## src/rtl/mult_share_pkg.sv

```systemverilog
// rtl/mult_share_pkg.sv - shared types, default widths and id-width helper for the multiplier arbiter
package mult_share_pkg;

    typedef enum logic [1:0] {
        IDLE  = 2'd0,
        ISSUE = 2'd1,
        WAIT  = 2'd2,
        RESP  = 2'd3
    } state_e;

    localparam int DefNumReq        = 4;
    localparam int DefOperandALen   = 131;
    localparam int DefOperandBLen   = 127;
    localparam int DefResultLen     = 264;
    localparam int DefTimeoutCycles = 1024;

    function automatic int IdWidth(input int n);
        return (n > 2) ? $clog2(n) : 1;
    endfunction

endpackage

```

## src/rtl/rr_arbiter.sv

```systemverilog
// rtl/rr_arbiter.sv - combinational round-robin pick starting just after lastGrant_i
module rr_arbiter
    import mult_share_pkg::*;
#(
    parameter  int NumReq = DefNumReq,
    localparam int IdW    = IdWidth(NumReq)
) (
    input  logic [NumReq-1:0] req_i,
    input  logic [IdW-1:0]    lastGrant_i,
    output logic [NumReq-1:0] grantOh_o,
    output logic [IdW-1:0]    grantIdx_o,
    output logic              anyGrant_o
);

    int unsigned    cand;
    logic [IdW-1:0] candIdx;
    logic           found;

    always_comb begin
        grantOh_o  = '0;
        grantIdx_o = '0;
        anyGrant_o = 1'b0;
        cand       = 0;
        candIdx    = '0;
        found      = 1'b0;
        // offset 1..NumReq so the last winner is visited last
        for (int off = 1; off <= NumReq; off++) begin
            cand    = (int'(lastGrant_i) + off) % NumReq;
            candIdx = IdW'(cand);
            if (!found && req_i[candIdx]) begin
                found              = 1'b1;
                grantOh_o[candIdx] = 1'b1;
                grantIdx_o         = candIdx;
            end
        end
        anyGrant_o = found;
    end

endmodule

```

## src/rtl/mult_share_arbiter.sv

```systemverilog
// rtl/mult_share_arbiter.sv - shares one multiplier accelerator among NumReq requesters
// Optional watchdog in WAIT enabled by defining MULT_TIMEOUT_EN.
module mult_share_arbiter
    import mult_share_pkg::*;
#(
    parameter  int NumReq        = DefNumReq,
    parameter  int OperandALen   = DefOperandALen,
    parameter  int OperandBLen   = DefOperandBLen,
    parameter  int ResultLen     = DefResultLen,
    parameter  int TimeoutCycles = DefTimeoutCycles,
    localparam int IdW           = IdWidth(NumReq)
) (
    input  logic                          clk_i,
    input  logic                          rst_ni,
    input  logic [NumReq-1:0]             req_valid_i,
    output logic [NumReq-1:0]             req_ready_o,
    input  logic [NumReq*OperandALen-1:0] req_a_i,
    input  logic [NumReq*OperandBLen-1:0] req_b_i,
    output logic                          rsp_valid_o,
    input  logic                          rsp_ready_i,
    output logic [IdW-1:0]                rsp_id_o,
    output logic [ResultLen-1:0]          rsp_data_o,
    output logic                          rsp_err_o,
    output logic [OperandALen-1:0]        acc_a_o,
    output logic [OperandBLen-1:0]        acc_b_o,
    output logic                          acc_start_o,
    input  logic                          acc_done_i,
    input  logic [ResultLen-1:0]          acc_result_i
);

    state_e             state, nextState;
    logic [NumReq-1:0]  grantOh;
    logic [IdW-1:0]     grantIdx;
    logic               anyGrant;
    logic [IdW-1:0]     lastGrant;
    logic               timeoutHit;

    rr_arbiter #(.NumReq(NumReq)) rrArb (
        .req_i      (req_valid_i),
        .lastGrant_i(lastGrant),
        .grantOh_o  (grantOh),
        .grantIdx_o (grantIdx),
        .anyGrant_o (anyGrant)
    );

    always_ff @(posedge clk_i or negedge rst_ni) begin
        if (!rst_ni) state <= IDLE;
        else         state <= nextState;
    end

    always_comb begin
        nextState   = state;
        req_ready_o = '0;
        acc_start_o = 1'b0;
        rsp_valid_o = 1'b0;
        unique case (state)
            IDLE: begin
                req_ready_o = grantOh;
                if (anyGrant) nextState = ISSUE;
            end
            ISSUE: begin
                acc_start_o = 1'b1;
                nextState   = WAIT;
            end
            WAIT: if (acc_done_i || timeoutHit) nextState = RESP;
            RESP: begin
                rsp_valid_o = 1'b1;
                if (rsp_ready_i) nextState = IDLE;
            end
            default: nextState = IDLE;
        endcase
    end

    // operands only move on a grant, keeping them stable for the whole job
    always_ff @(posedge clk_i or negedge rst_ni) begin
        if (!rst_ni) begin
            acc_a_o    <= '0;
            acc_b_o    <= '0;
            rsp_id_o   <= '0;
            rsp_data_o <= '0;
            lastGrant  <= IdW'(NumReq - 1);
        end else begin
            if (state == IDLE && anyGrant) begin
                acc_a_o  <= req_a_i[grantIdx*OperandALen +: OperandALen];
                acc_b_o  <= req_b_i[grantIdx*OperandBLen +: OperandBLen];
                rsp_id_o <= grantIdx;
            end
            if (state == WAIT && acc_done_i)  rsp_data_o <= acc_result_i;
            else if (timeoutHit)              rsp_data_o <= '0;
            if (state == RESP && rsp_ready_i) lastGrant  <= rsp_id_o;
        end
    end

`ifdef MULT_TIMEOUT_EN
    localparam int CntW = $clog2(TimeoutCycles) + 1;

    logic [CntW-1:0] waitCnt;
    logic            errReg;

    assign timeoutHit = (state == WAIT) && (waitCnt == CntW'(TimeoutCycles - 1));
    assign rsp_err_o  = errReg;

    // done in the same cycle as the watchdog expiry wins
    always_ff @(posedge clk_i or negedge rst_ni) begin
        if (!rst_ni) begin
            waitCnt <= '0;
            errReg  <= 1'b0;
        end else begin
            if (state == ISSUE)     waitCnt <= '0;
            else if (state == WAIT) waitCnt <= waitCnt + CntW'(1);
            if (state == WAIT && acc_done_i) errReg <= 1'b0;
            else if (timeoutHit)             errReg <= 1'b1;
        end
    end
`else
    logic unusedTimeout;

    assign timeoutHit    = 1'b0;
    assign rsp_err_o     = 1'b0;
    assign unusedTimeout = ^TimeoutCycles;
`endif

endmodule
```

## config.mk

```make
export PLATFORM = sky130hd
export DESIGN_NAME = mult_share_arbiter
export DESIGN_NICKNAME = d
export VERILOG_FILES = /design/src/rtl/mult_share_pkg.sv /design/src/rtl/rr_arbiter.sv /design/src/rtl/mult_share_arbiter.sv
export SDC_FILE = /design/constraint.sdc
export NUM_CORES = 1
export LEC_CHECK = 0
export CAP_MARGIN = 20
export CORE_AREA = 2 2 720 722
export DETAILED_ROUTE_END_ITERATION = 7
export DIE_AREA = 0 0 722 724
export HOLD_SLACK_MARGIN = 0.02
export PLACE_DENSITY_LB_ADDON = 0.15
export SYNTH_ARGS = -nofsm -noshare
export SYNTH_HDL_FRONTEND = slang
export SYNTH_SLANG_ARGS = --single-unit
```

## constraint.sdc

```tcl
create_clock -name clk_i -period 4.3 [get_ports clk_i]
set_input_delay 0.43 -clock clk_i [delete_from_list [all_inputs] [get_ports clk_i]]
set_output_delay 0.43 -clock clk_i [all_outputs]
set_load 0.005 [all_outputs]
```

# Word level (Yosys, flattened, before mapping)
# Cells that the tools add are included.
op_classes:
  n_addsub: 4
  n_div: 0
  bitwise_logic: 3
  n_mul: 2
  shift: 2
  order_cmp: 8
  eq_ne: 6
  muxes: 35
  reduce_logical: 15
op_table:
  columns: ["operator", "count"]
  rows:
  - ["$shiftx A524 B11 Y131", 1]
  - ["$shiftx A508 B10 Y127", 1]
  - ["$mux W4", 5]
  - ["$mux W1", 14]
  - ["$mux W2", 7]
  - ["$lt A2 B3 Y1 const B", 4]
  - ["$or A4 B4 Y4", 3]
  - ["$logic_and A1 B1 Y1", 10]
  - ["$mul A2 B8 Y10 const B", 1]
  - ["$mul A2 B7 Y9 const B", 1]
  - ["$bmux W1 S2", 4]
  - ["$demux W1 S2", 4]
  - ["$ge A2 B1 Y1 const B", 4]
  - ["$pmux W2 S4", 1]
  - ["$ne A2 B2 Y1 const B", 3]
  - ["$add A2 B1 Y2 const B", 2]
  - ["$add A2 B2 Y2 const B", 2]
  - ["$eq A2 B2 Y1 const B", 2]
  - ["$logic_not A1 Y1", 3]
  - ["$reduce_and A3 Y1", 1]
  - ["$eq A2 B1 Y1 const B", 1]
  - ["$logic_not A2 Y1", 1]
totals:
  inputBits: 1304
  regBits: 528
  latchBits: 0
  n_memories: 0
  mem_bits_ro: 0
  out_inout_bits: 531
  elab_cells: 81
  ramBits: 0

# Logic depth before layout (Yosys ltp)
# Gate-level depths: netlist of the first run.
depth:
  ltp_word: 15
  mapped_depth: 14
  depth_no_buf: 7

# Cells and area by module
# From an unflattened synthesis of the first run, not the netlist that was laid out.
hier_totals:
  cells_unflattened: 2111
  area_unflattened_um2: 27664.0
modules_own_cells:
  columns: ["mod", "seq_area_each_um2", "area_each_um2", "cells_each", "n_inst"]
  rows:
  - ["mult_share_arbiter", 13215.2, 27034.7, 2025, 1]
  - ["rr_arbiter", 0.0, 629.4, 86, 1]

# Least setup slack after synthesis of the first run
# No wires, ideal clock.
synth_path:
  path_type: "reg-to-output"
  start: "reg lastGrant[0]"
  end: "out req_ready_o[0]"
  n_path_buf: 7
  required_ns: 3.870
  setup_slack_ns: 0.620
  stages_incl_launch_ff: 14
  t_arrival_ns: 3.250
  path_cell_list: "dfstp_2 > buf_4 > buf_2 > inv_2 > clkbuf_1 > ha_1 > mux4_2 > buf_2 > buf_2 > buf_2 > clkbuf_1 > a221o_1 > o21ai_0 > a21boi_0"
synth_between:
  elab_chain_len: 14
  elab_cells_between_ends: 49
  cone_classes: "4 x add/sub; 8 x order compare; 24 x mux; 3 x bitwise; 10 x reduce/logical"
synth_lines:
  columns: ["element", "line_no", "source"]
  rows:
  - ["start: declaration", "mult_share_arbiter.sv:35", "logic [IdW-1:0] lastGrant;"]
  - ["start signal: assignment", "mult_share_arbiter.sv:81", "lastGrant <= IdW'(NumReq - 1);"]
  - ["start signal: assignment", "mult_share_arbiter.sv:90", "if (state == RESP && rsp_ready_i) lastGrant <= rsp_id_o;"]
  - ["parallel branches: the longest is 12 deep, another holds $lt A2 B3 Y1", null, null]
  - ["$mux W4 (*)", "rr_arbiter.sv:30", "if (!found && req_i[candIdx]) begin"]
  - ["$mux W4 (*)", "mult_share_arbiter.sv:56", "unique case (state)"]
  - ["end: declaration", "mult_share_arbiter.sv:16", "output logic [NumReq-1:0] req_ready_o,"]
# Mark *: on every way between the ends. The select of a mux whose other input is x is not followed.

# Final worst setup path of the first run
# Same ends and word-level chain as after synthesis.

==> results of run 1 <==
## report_power, final
part / switching (mW) / internal (mW)
Combinational: 23.3 / 15.6
Clock: 3.38 / 4.84
Sequential: 2.11 / 7.60
Total: 28.8 / 28.1
## worst max-delay path by stage
stage                     end  slack, ps  depth (start not counted)
2_1_floorplan  req_ready_o[0]        620                         13
3_3_place_gp   req_ready_o[0]        330                          7
3_5_place_dp   req_ready_o[3]        430                          7
4_1_cts        req_ready_o[2]          6                          7
5_1_grt        req_ready_o[1]       -0.2                          7
6_report       req_ready_o[0]        190                          7
## cell usage after synthesis, types with 2 or more instances
cell,instances
mux2_2,524
o221ai_2,35
o22ai_2,35
dfrtp_1,526
inv_1,262
dfstp_2,2
and3_1,258
nand3_1,3
o31a_1,2
buf_6,25
a221o_1,4
a21o_1,2
o21ai_0,263
buf_4,32
nor2_1,516
o22ai_1,223
buf_1,7
a21oi_1,259
o211ai_1,257
nor3_1,2
nand2_1,527
nand2b_1,2
nand3b_1,2
ha_1,12
a221oi_1,2
clkbuf_1,400
nor2b_1,262
a2111oi_0,257
a21boi_0,4
o221ai_1,224
buf_2,114
mux4_2,3
mux2i_1,262
## repair_timing
item,4_1_cts,5_1_grt
buffers inserted,7,0
setup endpoints to repair,4,4
cloned,0,0
gates resized for setup,5,3
hold buffers,1,0
endpoints found under the hold margin,32,0
## metrics by stage
stage               cells  utilization  worst slack, ps  instance area [um2]
floorplan            5326            -              620                44100
CTS                 13700        0.143             5.58                73700
global placement    13500        0.137              326                70600
finish              13800        0.144              192                74100
detailed placement  13500        0.137              434                70600
global route        13800        0.144           -0.238                74000
## metal layers
layer	GRT usage	part of all wire	routed length, um	vias to the layer above
met4	0.0547	0.039	16100	136
met5	0	0.0022	901	-
met3	0.0459	0.076	31000	702
li1	-	-	-	22900
met1	0.149	0.34	140000	26400
met2	0.287	0.54	222000	2252
## cells by family after synthesis
kind of cell	after synthesis	synth area share
AND/OR/NAND/NOR	1579	0.165
multiplexers	789	0.195
buffers and inverters	842	0.0819
other	1	0.0000849
AO/OA/AOI/OAI	1575	0.256
adder cells (fa/ha/maj)	12	0.00340
flip-flops	528	0.299
## layout by cell type, fill, tap and decap left out, drive strengths merged, types with 3 or more instances in the layout
cell type,netlist,layout
bufinv,0,7
clkdlybuf4s50,0,1832
nand2,527,527
o21ai,264,264
buf,178,168
a221o,4,4
mux4,3,3
and3,258,258
ha,12,12
a2111oi,257,257
mux2i,262,262
a21boi,4,4
a21oi,259,259
dfrtp,526,526
diode,0,134
o221ai,259,259
nor2,516,516
o22ai,258,258
o211ai,257,257
nor2b,262,262
clkbuf,401,139
inv,263,265
clkinv,0,14
nand3,4,4
mux2,524,524
## registers in the layout, summed over array words and instances (netlist names)
| register | cells |
|---|---|
| acc_a_o | 131 |
| acc_b_o | 127 |
| lastGrant | 2 |
| rsp_data_o | 264 |
| rsp_id_o | 2 |
| state | 2 |
## final cells by class
| type | count | area, um2 |
|---|---|---|
| clock inverter | 24 | 357 |
| tap | 6783 | 8490 |
| multi-input combinational | 3956 | 27400 |
| fill | 58300 | 441000 |
| antenna | 134 | 335 |
| timing repair buffer | 2001 | 20500 |
| clock buffer | 139 | 2760 |
| sequential | 528 | 13200 |
| inverter | 263 | 995 |
==> run metrics, run 1 <==
LEAKAGE 26.9 nW; slowest stage delay, CP 650 ps; Die Height 724 um; Layout Nets 8161; fin. max-slew vios 0; Avg Inst Size Synth 8.29 um2; I/O pin cnt 1835; async set or reset register ratio after synthesis 1.00; CTS tree built; Max-Slew Margin vs Limit 0.0902; critical path type flop to output port; skew final 65.1 ps; Critical path buffers and inverters 2; Hold EP rsp_data_o[76]; drt pass-1 iters 6; initial antenna violation count 276; initial core utilization 0.0857; # rows 264; Data required, critical path 3870 ps; delay-heaviest family, CP buffers and inverters; Top FF cell, synth dfrtp_1; post-synth top area share 0.298; crit path cell chain buf_4 > mux4_2 > nor2b_4 > a221o_1 > o21ai_0 > a21boi_1 > clkdlybuf4s50_1; Worst R2R Start lastGrant[0]; max-cap viol count 0; Cell variety after synth 51; Final period util 0.955; CTS Buf Count 95; worst r2r path cells 8; clk sinks 528; fmax 243 MHz; yosys warns 0; Residual DRC 0; pwr dens 767 nW/um2; Syn-to-layout area delta 67.9%; post-synthesis instance total 5326; #FFs+latches synth 528; first-pass GRT wire length 527000 um; Avg WL per Cell 29.6 um; CTS Root Cell clkbuf_16; DIE AREA 523000 um2; Max Root-Sink Buffers 4; crit path capture type output port; Via density 3.79; Worst path slowest cell dfstp_4; DR iter-0 viols 3743; vias in the first global route 52200; Tightest Pin Transition 1360 ps; FF-to-FF setup slack 540 ps; CTS H-tree lvls 3; core footprint 515000 um2; CP arrival 3680 ps; EDFF count, synth 0; min-delay src acc_result_i[76]; VDD IR max 0.713 mV; post-synth top area cell dfrtp_1; post-route minimum period 4110 ps; clock latency on the worst-skew pair 880 ps; Vias 52400; final antenna-violating net count 0; CTS clk-pin slew, worst paths 60 ps; input/output buffers 1833; WL final 410000 um; final setup fails 0; Synth area leaders dfrtp_1 (30%), mux2_2 (13%), mux2i_1 (5.9%); Hold Vio Cnt, Final 0; register area share after synthesis 0.299; Net Count, Synth 6642; reg-to-reg critical path endpoint acc_a_o[61]; mapped cell area 44100 um2; CP Launch Type flop; largest net degree at the start of global routing 198; placer's final routability congestion estimate 0.920; status finished, final reports clean; crit path max fanout 7; Remaining Overflow, GRT 0; hold depth 2; overall power 56.8 mW; crit path launch lastGrant[0]; share of layout cells above drive strength 1 0.134; All-Layer GR Usage 0.149; final hold slack 158 ps; Die Wd 722 um; HP Class input port to flop; DP HPWL 321000 um; final setup TNS 0 ps
No activity file was read; power rests on OpenSTA's default activity.
==> run 2, diff against run 1 <==
--- a/config.mk
+++ b/config.mk
@@ -6,9 +6,9 @@
 export NUM_CORES = 1
 export LEC_CHECK = 0
 export CAP_MARGIN = 20
-export CORE_AREA = 2 2 720 722
+export CORE_AREA = 2 2 718 720
 export DETAILED_ROUTE_END_ITERATION = 7
-export DIE_AREA = 0 0 722 724
+export DIE_AREA = 0 0 720 722
 export HOLD_SLACK_MARGIN = 0.02
 export PLACE_DENSITY_LB_ADDON = 0.15
 export SYNTH_ARGS = -nofsm -noshare
==> constraint.sdc (replaced) <==
create_clock -name clk_i -period 4.75 [get_ports clk_i]
set_input_delay 0.475 -clock clk_i [delete_from_list [all_inputs] [get_ports clk_i]]
set_output_delay 0.475 -clock clk_i [all_outputs]
set_load 0.005 [all_outputs]
==> run 2 against run 1 <==
Effect of this change: cell count about the same; clock power down 6.0%; wire length up 3.9%; critical path depth up 1; combinational power down 8.7%; register-to-register slack better by 130 ps; die area down 0.55%; critical endpoint is now req_ready_o[2]; largest power group unchanged; core utilization up 0.086 points; count of clock-buffer cells in the layout down 3.
==> run metrics, run 2 (synthesized netlist as in run 1, its figures left out) <==
max reg flops 264 (unchanged); Psw 26.6 mW (-7.5%); Clock Power Share 0.148 (+0.003); Data required, critical path 4280 ps (+410 ps); HP Class input port to flop; commonest non-fill, non-tap cell in the layout clkdlybuf4s50_1; final antenna-violating net count 0 (unchanged); LEAKAGE 26.9 nW (-0.11%); Switching Fraction 0.512 (+0.00551); crit path capture type output port; overall power 52.0 mW (-8.5%); CP Launch Type flop; # rows 263 (-0.38%); CTS Buf Count 97 (+2.1%); P_int 25.4 mW (-9.5%); first-pass GRT wire length 546000 um (+3.6%); Final period util 0.952; CTS H-tree lvls 3 (unchanged); All-Layer GR Usage 0.156 (+0.00683); DP HPWL 337000 um (+4.8%); CP arrival 4050 ps (+370 ps); clk sinks 528 (unchanged); VDD IR max 0.479 mV (-33%); skew final 83.0 ps (+17.9 ps); largest net degree at the start of global routing 209 (+5.6%); largest registers rsp_data_o x264, acc_a_o x131, acc_b_o x127; commonest non-fill, non-tap cells in the layout clkdlybuf4s50_1 (1832), nand2_1 (526), dfrtp_1 (526), mux2_2 (524), nor2_1 (516); initial core utilization 0.0863 (+0.000602); Layout Nets 8159 (-0.025%); status finished, final reports clean; Die Wd 720 um (-0.28%); Residual DRC 0 (unchanged); fmax 221 MHz; placer's final routability congestion estimate 0.937 (+1.8%); Die Height 722 um (-0.28%); Gate power share 0.683 (-0.002); Max-Slew Margin vs Limit 0.0664 (-0.0238); input/output buffers 1833 (unchanged); Hold Vio Cnt, Final 0 (unchanged); CTS tree built; vias in the first global route 52800 (+1.2%); Fill cells 58000 (-0.59%); min-delay src acc_result_i[221]; CTS Root Cell clkbuf_16; CTS clk-pin slew, worst paths 60 ps (about the same); placed insts 13500 (-0.19%); share of layout cells above drive strength 1 0.135 (+0.00106); final setup fails 0 (unchanged); fin. max-slew vios 0 (unchanged); final setup TNS 0 ps (unchanged); crit path launch lastGrant[1]; DR iter-0 viols 3157 (-16%); Flop pwr share 0.168 (-0.003); crit path max fanout 13 (+6); max-cap viol count 0 (unchanged); critical path type flop to output port; WL final 426000 um (+3.9%); Via density 3.79 (+0.19%); DIE AREA 520000 um2 (-0.55%); Vias 52500 (+0.19%); Tightest Pin Transition 1400 ps (+35.6 ps); Remaining Overflow, GRT 0 (unchanged); non-filler cells, final 13800 (-0.0072%); Syn-to-layout area delta 67.7%; core footprint 512000 um2 (-0.70%); I/O pin cnt 1835 (unchanged); final hold slack 207 ps (+49.3 ps); Biggest register rsp_data_o; drt pass-1 iters 5 (-1); Worst R2R Start lastGrant[0]; Avg WL per Cell 30.8 um (+3.9%); Final Util 0.145 (+0.000861); clock latency on the worst-skew pair 850 ps (-30 ps); initial antenna violation count 284 (+2.9%); post-route minimum period 4520 ps; pwr dens 703 nW/um2 (-8.4%); RSZ-0062 raised after global routing no; Max Root-Sink Buffers 4 (unchanged)
run 2: critical path, stage by stage (launching register included):
cell	delay (ps)
dfstp_2	700
inv_1	210
ha_4	440
mux4_4	570
nor2b_4	200
a221o_1	300
o21ai_0	100
a21boi_0	120
clkdlybuf4s50_1	550
run 2: stage by stage:
stage	cell area, um2	setup slack (ps)
global route	73900	18.0
CTS	73600	97.5
global placement	70300	687
floorplan	44100	1020
detailed placement	70300	647
finish	74000	229
run 2: final timing paths:
check                             endpoint  cells after the start  slack [ps]
max in group asynchronous  rsp_data_o[224]                      3        3190
hold reg to reg               acc_b_o[125]                      2         490
setup / recovery            req_ready_o[2]                      8         230
min in group asynchronous      acc_a_o[21]                      2         340
setup reg to reg               acc_a_o[48]                      6         670
hold / removal             rsp_data_o[221]                      2         210
run 2: cell type report:
cell class / count / area [um2] / share of cell area
multi-input combinational: 3957 / 27500 / 0.371
timing repair buffer: 1996 / 20300 / 0.274
sequential: 528 / 13200 / 0.179
tap: 6757 / 8450 / 0.114
clock buffer: 136 / 2790 / 0.0377
inverter: 263 / 995 / 0.0134
clock inverter: 36 / 472 / 0.00637
antenna: 154 / 385 / 0.00521
run 2: repair_timing:
action	CTS	global route
hold buffers	1	0
endpoints found under the hold margin	20	0
gates resized for setup	3	0
endpoints found under the setup margin	4	0
setup buffers	3	0
run 2: power by group through the flow:
stage	logic [mW]	registers [mW]	clock network, mW
floorplan	17.8	8.20	0
global placement	36.4	8.88	0
detailed placement	36.5	8.86	0
CTS	36.8	8.85	8.16
global route	38.3	9.04	8.24
finish	35.5	8.76	7.72
run 2: metal layers:
layer	global-route usage	vias to the layer above	wire length, um
met4	0.0536	154	17400
met3	0.0493	692	31600
li1	-	22900	-
met5	0	-	1010
met1	0.157	26500	149000
met2	0.300	2195	227000
